===== src/rtl/ch_readout_arbiter.sv =====
// Round-robin arbiter that serializes one channel word per frame: ch_id then data, MSB first.
// Optional even-parity trailer bit enabled by defining CH_READOUT_PARITY_EN.
module ch_readout_arbiter #(
    parameter int DATA_W     = 8,
    parameter int GAP_CYCLES = 1
) (
    input  logic                iclk,
    input  logic                rstn,
    input  logic                enable,
    input  logic [7:0]          ch_mask,
    input  logic [7:0]          ch_req,
    input  logic [8*DATA_W-1:0] ch_data,
    output logic [7:0]          ch_ack,
    output logic                serial_out,
    output logic                frame_valid,
    output logic                busy,
    output logic [2:0]          last_ch
);

`ifdef CH_READOUT_PARITY_EN
    localparam int F = 4 + DATA_W;
`else
    localparam int F = 3 + DATA_W;
`endif
    localparam int CW = $clog2(F);
    localparam int GW = (GAP_CYCLES > 1) ? $clog2(GAP_CYCLES) : 1;
    localparam logic [GW-1:0] GAP_LOAD = (GAP_CYCLES > 0) ? GW'(GAP_CYCLES - 1) : '0;

    typedef enum logic [1:0] {S_IDLE, S_SHIFT, S_GAP} state_t;

    state_t          r_state;
    logic [F-1:0]    r_shreg;
    logic [CW-1:0]   r_cnt;
    logic [GW-1:0]   r_gap;

    logic [7:0]        w_elig;
    logic              w_grant;
    logic [2:0]        w_id;
    logic [2:0]        w_idx;
    logic [DATA_W-1:0] w_data;
    logic [F-1:0]      w_frame;

    assign w_elig = ch_req & ~ch_mask & {8{enable}};

    // Search starts one past the last winner, so the last winner has lowest priority.
    always_comb begin
        w_grant = 1'b0;
        w_id    = last_ch;
        w_idx   = '0;
        for (int i = 1; i <= 8; i++) begin
            w_idx = last_ch + 3'(i);
            if (!w_grant && w_elig[w_idx]) begin
                w_grant = 1'b1;
                w_id    = w_idx;
            end
        end
    end

    assign w_data = ch_data[w_id*DATA_W +: DATA_W];

`ifdef CH_READOUT_PARITY_EN
    assign w_frame = {w_id, w_data, ^{w_id, w_data}};
`else
    assign w_frame = {w_id, w_data};
`endif

    // First frame bit is driven directly at grant; the shift register keeps the rest.
    always_ff @(posedge iclk or negedge rstn) begin
        if (!rstn) begin
            r_state     <= S_IDLE;
            r_shreg     <= '0;
            r_cnt       <= '0;
            r_gap       <= '0;
            ch_ack      <= '0;
            serial_out  <= 1'b0;
            frame_valid <= 1'b0;
            busy        <= 1'b0;
            last_ch     <= 3'd7;
        end else begin
            ch_ack <= '0;
            case (r_state)
                S_IDLE: begin
                    if (w_grant) begin
                        ch_ack      <= 8'd1 << w_id;
                        last_ch     <= w_id;
                        serial_out  <= w_frame[F-1];
                        r_shreg     <= {w_frame[F-2:0], 1'b0};
                        r_cnt       <= CW'(F - 1);
                        frame_valid <= 1'b1;
                        busy        <= 1'b1;
                        r_state     <= S_SHIFT;
                    end
                end
                S_SHIFT: begin
                    if (r_cnt == '0) begin
                        serial_out  <= 1'b0;
                        frame_valid <= 1'b0;
                        if (GAP_CYCLES > 0) begin
                            r_gap   <= GAP_LOAD;
                            r_state <= S_GAP;
                        end else begin
                            busy    <= 1'b0;
                            r_state <= S_IDLE;
                        end
                    end else begin
                        serial_out <= r_shreg[F-1];
                        r_shreg    <= {r_shreg[F-2:0], 1'b0};
                        r_cnt      <= r_cnt - CW'(1);
                    end
                end
                S_GAP: begin
                    if (r_gap == '0) begin
                        busy    <= 1'b0;
                        r_state <= S_IDLE;
                    end else begin
                        r_gap <= r_gap - GW'(1);
                    end
                end
                default: r_state <= S_IDLE;
            endcase
        end
    end

endmodule


===== config.mk =====
export PLATFORM = sky130hd
export DESIGN_NAME = ch_readout_arbiter
export DESIGN_NICKNAME = d
export VERILOG_FILES = /design/src/rtl/ch_readout_arbiter.sv
export SDC_FILE = /design/constraint.sdc
export NUM_CORES = 1
export LEC_CHECK = 0
export ABC_AREA = 0
export BUFFER_PORTS_ARGS = -buffer_cell sky130_fd_sc_hd__buf_4
export CORE_MARGIN = 2
export CORE_UTILIZATION = 50
export DETAILED_ROUTE_END_ITERATION = 10
export PLACE_DENSITY = 0.8
export SYNTH_ARGS = -nofsm -noshare
export SYNTH_HDL_FRONTEND = slang
export SYNTH_SLANG_ARGS = --single-unit

===== constraint.sdc =====
create_clock -name iclk -period 11.1 [get_ports iclk]
set_input_delay 2.22 -clock iclk [delete_from_list [all_inputs] [get_ports iclk]]
set_output_delay 2.22 -clock iclk [all_outputs]
set_load 0.005 [all_outputs]

==> metrics.cfg, run 1 <==
[clock_tree]
cts.sinks = 30
ctsHoldBuffers = 0
cts-resized-gates = 0
root_buffer = clkbuf_8
clock_path_buffers = 2
cts_tree = done
h-tree-depth = 2
worstSkewPairLatency_ps = 290
clk_pin_slew_ps = 60
numCtsBuffers = 5
cts_setup_buffers = 0

[yosys]
synth-main-ff-cell = dfrtp_1
synthCells = 320
ys_top_cells_by_count = 35 x nand2_1, 27 x dfrtp_1, 22 x mux2i_1
ys_ff_latch = 30
yosys_warnings = 0
syn-num-nets = 407
synth_most_common_cell = nand2_1
async_flop_share_pct = 100
netlist.area_leader.share_pct = 22.5
yosys-top-cells-area = dfrtp_1 23%, mux4_2 9.0%, mux2i_1 7.3%, nand2_1 4.4%, mux2_2 3.0%
synth_area_sq_um = 3000
synth-seq-area-share_pct = 25.1
post-synth-top-area-cell = dfrtp_1
avgSynthCellArea_sq_um = 9.38
synth-edff-count = 0
yosysUniqueCellTypes = 77

[critical_path]
cp_num_buf_inv = 1
worstSetupPathType = in2reg
r2r_setup_slack_ps = 6150
slowest_delay_ps = 850
cp.required_ps = 11250
cp_slowest_cell = xnor2_4
r2r-end = r_shreg[1]
crit_family = multiplexers
r2r_start = last_ch[0]
critical_path.max_fanout = 30
reg2reg_depth = 12
arrival_ps = 5740
crit_chain = buf_4, nand4bb_1, and2_1, mux4_2, o41ai_2, nor2_1, xnor2_4, mux4_1, nand2b_1, o211ai_2
crit_path_end_kind = flip-flop
worstSetupStartpointType = input port

[drt]
drtPass1Iterations = 5
drtIter0Drc = 227
ant_nets = 0
via_per_inst = 6.18
drcViolationCount = 0
wl_um = 8350
dr_total_vias = 2979
routedWlPerCell_um = 17.3

[final_layout]
nNetsFinal = 493
area_growth_pct = 28.6
drive_gt1_share_pct = 35.6
antenna_cells = 0

[floorplan]
rows = 28
pin_count = 97
die-height_um = 81.5
die-area_sq_um = 6640
coreArea_sq_um = 5850
die_x_um = 81.5
initial_core_util_pct = 51.3

[worst_hold_path]
min_path_type = reg2reg
hold-path-endpoint = r_shreg[10]
hp-start = r_shreg[10]
holdPathStages = 2

[timing]
slew_viol_final = 0
hold_violations = 0
setup_viol = 0
tightest_slew_ps = 1080
setup-tns-final_ps = 0
max-slew-margin-rel_pct = 28.1
rsz0062_at_grt = false
post-route-period-util_pct = 50.3
period_minus_slack_ps = 5590
clock_skew_ps = 8.43
max_freq_ghz = 0.179

[power]
power.total_mw = 1.50
ir_worst_vdd_mv = 0.478
power_density_nw_per_um2 = 389
leakagePower_nw = 1.79

[placement]
place.gp.congestion = 0.990
io_buffers = 96
dp_hpwl_um = 6390

[run]
cap_violations = 0

[global_route]
antenna_found_initial = 0
grt_max_degree = 31
gr-total-overflow = 0
grt_pass1_vias = 2753
grt_pass1_wl_um = 13000
grt_usage_pct = 25.7

[outcome]
outcome = complete, no violations

## layer usage
| metal | wire [um] | track usage [%] | vias up |
|---|---|---|---|
| li1 | - | - | 1404 |
| met3 | 648 | 4.40 | 9 |
| met5 | 0 | 0 | - |
| met4 | 85 | 7.12 | 0 |
| met1 | 3510 | 36.2 | 1425 |
| met2 | 4100 | 41.0 | 141 |
## cell usage in the layout, fill, tap and decap left out, types with 3 or more instances in the layout
| cell type | n |
|---|---|
| nand2_1 | 35 |
| o221ai_1 | 6 |
| and2_1 | 4 |
| o211ai_1 | 3 |
| or2_1 | 4 |
| o221a_1 | 7 |
| clkbuf_8 | 6 |
| a221oi_1 | 3 |
| mux2i_1 | 22 |
| dfrtp_1 | 27 |
| a21oi_1 | 13 |
| buf_4 | 96 |
| nand3_1 | 4 |
| a221o_1 | 3 |
| inv_1 | 17 |
| a211oi_1 | 3 |
| mux4_2 | 12 |
| o21ai_1 | 3 |
| mux2_2 | 8 |
| nor2_1 | 21 |
| o21ai_0 | 17 |
| nor2b_1 | 9 |
| ha_1 | 4 |
| dfstp_2 | 3 |
| nand2b_1 | 8 |
## worst register-to-register path, cell delays in order (launching register included)
cell and delay, ps:
dfstp_2 820, inv_4 140, ha_1 330, xnor2_2 390, mux4_2 400, a22o_1 300, a21o_1 200, o41ai_2 400
nor2_1 170, xnor2_4 850, mux4_1 650, nand2b_1 100, o211ai_2 80
## logic make-up after synthesis
family | after synthesis | share of synthesized area, %
buf+inv | 35 | 6.00
flops | 30 | 25.1
fa+ha+maj | 4 | 1.67
xor+xnor | 6 | 2.25
compound gates | 93 | 24.7
simple gates | 109 | 20.0
mux | 43 | 20.2
## flip-flops by register name, summed over array words and instances (netlist names)
register	cells
r_state	2
serial_out	1
frame_valid	1
ch_ack	8
r_shreg	10
r_cnt	4
last_ch	3
busy	1
## through the flow
step	cells	hold slack, ps	worst slack [ps]	util [%]	instance area, sq um
2_1_floorplan	320	450	6180	-	3000
3_3_place_gp	474	468	5350	63.5	3720
3_5_place_dp	474	477	5270	63.5	3720
4_1_cts	482	492	5520	66.0	3860
5_1_grt	482	510	5290	66.0	3860
6_report	482	494	5510	66.0	3860
## how the worst max path moves through the flow
stage                    from          to  slack (ps)  cells past startpoint
CTS                 ch_req[4]  r_shreg[1]        5520                     11
detailed placement  ch_req[4]  r_shreg[1]        5270                     11
floorplan           ch_req[7]  r_shreg[2]        6180                      9
global placement    ch_req[4]  r_shreg[1]        5350                     11
finish                 enable  r_shreg[1]        5510                     10
global route           enable  r_shreg[1]        5290                     10
## area by class of cell
class	instances	area [sq um]
Multi-Input combinational cell	255	2080
Tap cell	75	93.8
Clock buffer	6	82.6
Inverter	18	70.1
Clock inverter	2	60.1
Sequential cell	30	754
Timing Repair Buffer	96	721
Fill cell	466	1990
## report_power, final
part	leakage (nW)	internal, mW	total, mW	switching, mW
combinational	1.35	0.534	1.15	0.617
sequential	0.373	0.162	0.215	0.0530
clock	0.0714	0.0956	0.135	0.0395
total	1.79	0.791	1.50	0.709
Note: power is estimated with default switching activity, not from simulation.
==> run 2, diff against run 1 <==
==> constraint.sdc (replaced) <==
create_clock -name iclk -period 5.6 [get_ports iclk]
set_input_delay 1.12 -clock iclk [delete_from_list [all_inputs] [get_ports iclk]]
set_output_delay 1.12 -clock iclk [all_outputs]
set_load 0.005 [all_outputs]
==> metrics.cfg, run 2 (synthesis gave the netlist of run 1 again) <==
[drt]
drcViolationCount = 0  ; unchanged
drtPass1Iterations = 5  ; unchanged
via_per_inst = 6.13  ; was 6.18
routedWlPerCell_um = 18.0  ; was 17.3 um
ant_nets = 0  ; unchanged
dr_total_vias = 2967  ; was 2979
drtIter0Drc = 249  ; was 227
wl_um = 8730  ; was 8350 um

[final_layout]
top_register = r_shreg  ; unchanged
final_cells = 484  ; was 482
top_regs = r_shreg x10, ch_ack x8, r_cnt x4  ; unchanged
largest_reg_flops = 10  ; unchanged
final_common_cell = buf_4  ; unchanged
fill_cells = 479  ; was 466
antenna_cells = 0  ; unchanged
area_growth_pct = 27.5  ; was 28.6%
final_cell_mix = 98 x buf_4, 35 x nand2_1, 27 x dfrtp_1, 22 x mux2i_1, 21 x nor2_1  ; was 96 x buf_4, 35 x nand2_1, 27 x dfrtp_1, 22 x mux2i_1, 21 x nor2_1
nNetsFinal = 495  ; was 493
fin_area_sq_um = 3830  ; was 3860 sq um
drive_gt1_share_pct = 35.9  ; was 35.6%

[floorplan]
die_x_um = 81.5  ; unchanged
coreArea_sq_um = 5850  ; unchanged
initial_core_util_pct = 51.3  ; unchanged
die-area_sq_um = 6640  ; unchanged
pin_count = 97  ; unchanged
rows = 28  ; unchanged
die-height_um = 81.5  ; unchanged

[clock_tree]
root_buffer = clkbuf_8  ; unchanged
cts_tree = done  ; unchanged
h-tree-depth = 2  ; unchanged
cts_setup_buffers = 0  ; unchanged
clk_pin_slew_ps = 70  ; was 60 ps
clock_path_buffers = 2  ; unchanged
worstSkewPairLatency_ps = 290  ; about the same
cts.sinks = 30  ; unchanged
numCtsBuffers = 5  ; unchanged
cts-resized-gates = 0  ; unchanged
ctsHoldBuffers = 0  ; unchanged

[global_route]
use_met1_pct = 38.5  ; was 36.2%
grt_max_degree = 31  ; unchanged
grt_pass1_wl_um = 13700  ; was 13000 um
gr-total-overflow = 0  ; unchanged
grt_use_met2_pct = 39.9  ; was 41.0%
grt_pass1_vias = 2799  ; was 2753
top_usage_layer = met2  ; unchanged
grt_usage_pct = 26.7  ; was 25.7%
antenna_found_initial = 0  ; unchanged
use_met3_pct = 5.27  ; was 4.40%

[placement]
io_buffers = 96  ; unchanged
dp_hpwl_um = 6710  ; was 6390 um
placed_area_sq_um = 3730  ; was 3720 sq um
dpl.cell_count = 476  ; was 474
place.gp.congestion = 0.961  ; was 0.990

[run]
cap_violations = 0  ; unchanged

[critical_path]
startpoint = last_ch[1]  ; was enable
worstSetupPathType = reg2reg  ; was in2reg
cp_num_buf_inv = 2  ; was 1
arrival_ps = 4700  ; was 5740 ps
cp_slowest_cell = dfstp_2  ; was xnor2_4
critical_path.max_fanout = 24  ; was 30
reg2reg_depth = 13  ; was 12
cp.depth = 13  ; was 10
r2r_start = last_ch[1]  ; was last_ch[0]
crit_family = compound AO/OA/AOI/OAI gates  ; was multiplexers
crit_chain = inv_1, ha_1, xnor2_2, mux4_2, a22o_1, a21o_1, o41ai_2, nor2_1, xnor2_4, buf_4, mux2i_1, o221a_1, o221ai_1  ; was buf_4, nand4bb_1, and2_1, mux4_2, o41ai_2, nor2_1, xnor2_4, mux4_1, nand2b_1, o211ai_2
slowest_delay_ps = 720  ; was 850 ps
cp.required_ps = 5740  ; was 11250 ps
worstSetupStartpointType = flip-flop  ; was input port
crit_path_end_kind = flip-flop  ; unchanged

[timing]
post-route-period-util_pct = 81.4
slew_viol_final = 0  ; unchanged
setup_viol = 0  ; unchanged
clock_skew_ps = 9.74  ; was 8.43 ps
period_minus_slack_ps = 4560
tightest_slew_ps = 727  ; was 1080 ps
whs_ps = 497  ; was 494 ps
rsz0062_at_grt = false  ; unchanged
max-slew-margin-rel_pct = 51.1  ; was 28.1%
hold_violations = 0  ; unchanged
max_freq_ghz = 0.219
setup-tns-final_ps = 0  ; unchanged

[worst_hold_path]
hp-start = r_shreg[1]  ; was r_shreg[10]
min_path_type = reg2reg  ; unchanged
holdPathStages = 2  ; unchanged

[power]
power_density_nw_per_um2 = 762  ; was 389 nW/um^2
power.total_mw = 2.92  ; was 1.50 mW
leakagePower_nw = 1.78  ; was 1.79 nW
ir_worst_vdd_mv = 0.727  ; was 0.478 mV

[outcome]
outcome = complete, no violations  ; unchanged

[run 2: final timing paths]
path | endpoint | slack (ps)
worst max-delay path | r_shreg[8] | 1040
worst min-delay path | r_shreg[1] | 500
worst max register to register | r_shreg[8] | 1040
worst min register to register | r_shreg[1] | 500
max in group asynchronous | last_ch[0] | 4520
min in group asynchronous | r_shreg[9] | 750
[run 2: routing by layer]
metal  vias to the layer above  routed length [um]  share of wire, %
met5                         -                   0                 0
met4                         0                 167               1.9
met3                        20                 653               7.5
met2                       133                3990                46
met1                      1409                3910                45
li1                       1405                   -                 -
[run 2: power by group]
part / switching, mW / internal, mW
Combinational: 1.24 / 1.07
Clock: 0.0861 / 0.0986
Sequential: 0.108 / 0.321
Total: 1.43 / 1.49
[run 2: area by class of cell]
class	instances	area [sq um]	area share [%]
sequential	30	754	19.7
clock inverter	2	12.5	0.327
tap	75	93.8	2.45
clock buffer	6	82.6	2.16
timing repair buffer	98	736	19.2
multi-input combinational	255	2080	54.3
inverter	18	70.1	1.83
[run 2: per-stage QoR]
step                      utilization (%)  setup slack (ps)
after floorplan                         -              1780
after global placement               63.8              1100
after detailed placement             63.8              1080
after CTS                            65.4              1060
after global routing                 65.4               707
final                                65.4              1040
[run 2: worst min-delay path: cells and delay by family, from the launching register on]
family / cells / cell delay [ps]
AO/OA/AOI/OAI: 1 / 50
flip-flops: 1 / 350
AND/OR/NAND/NOR: 1 / 70
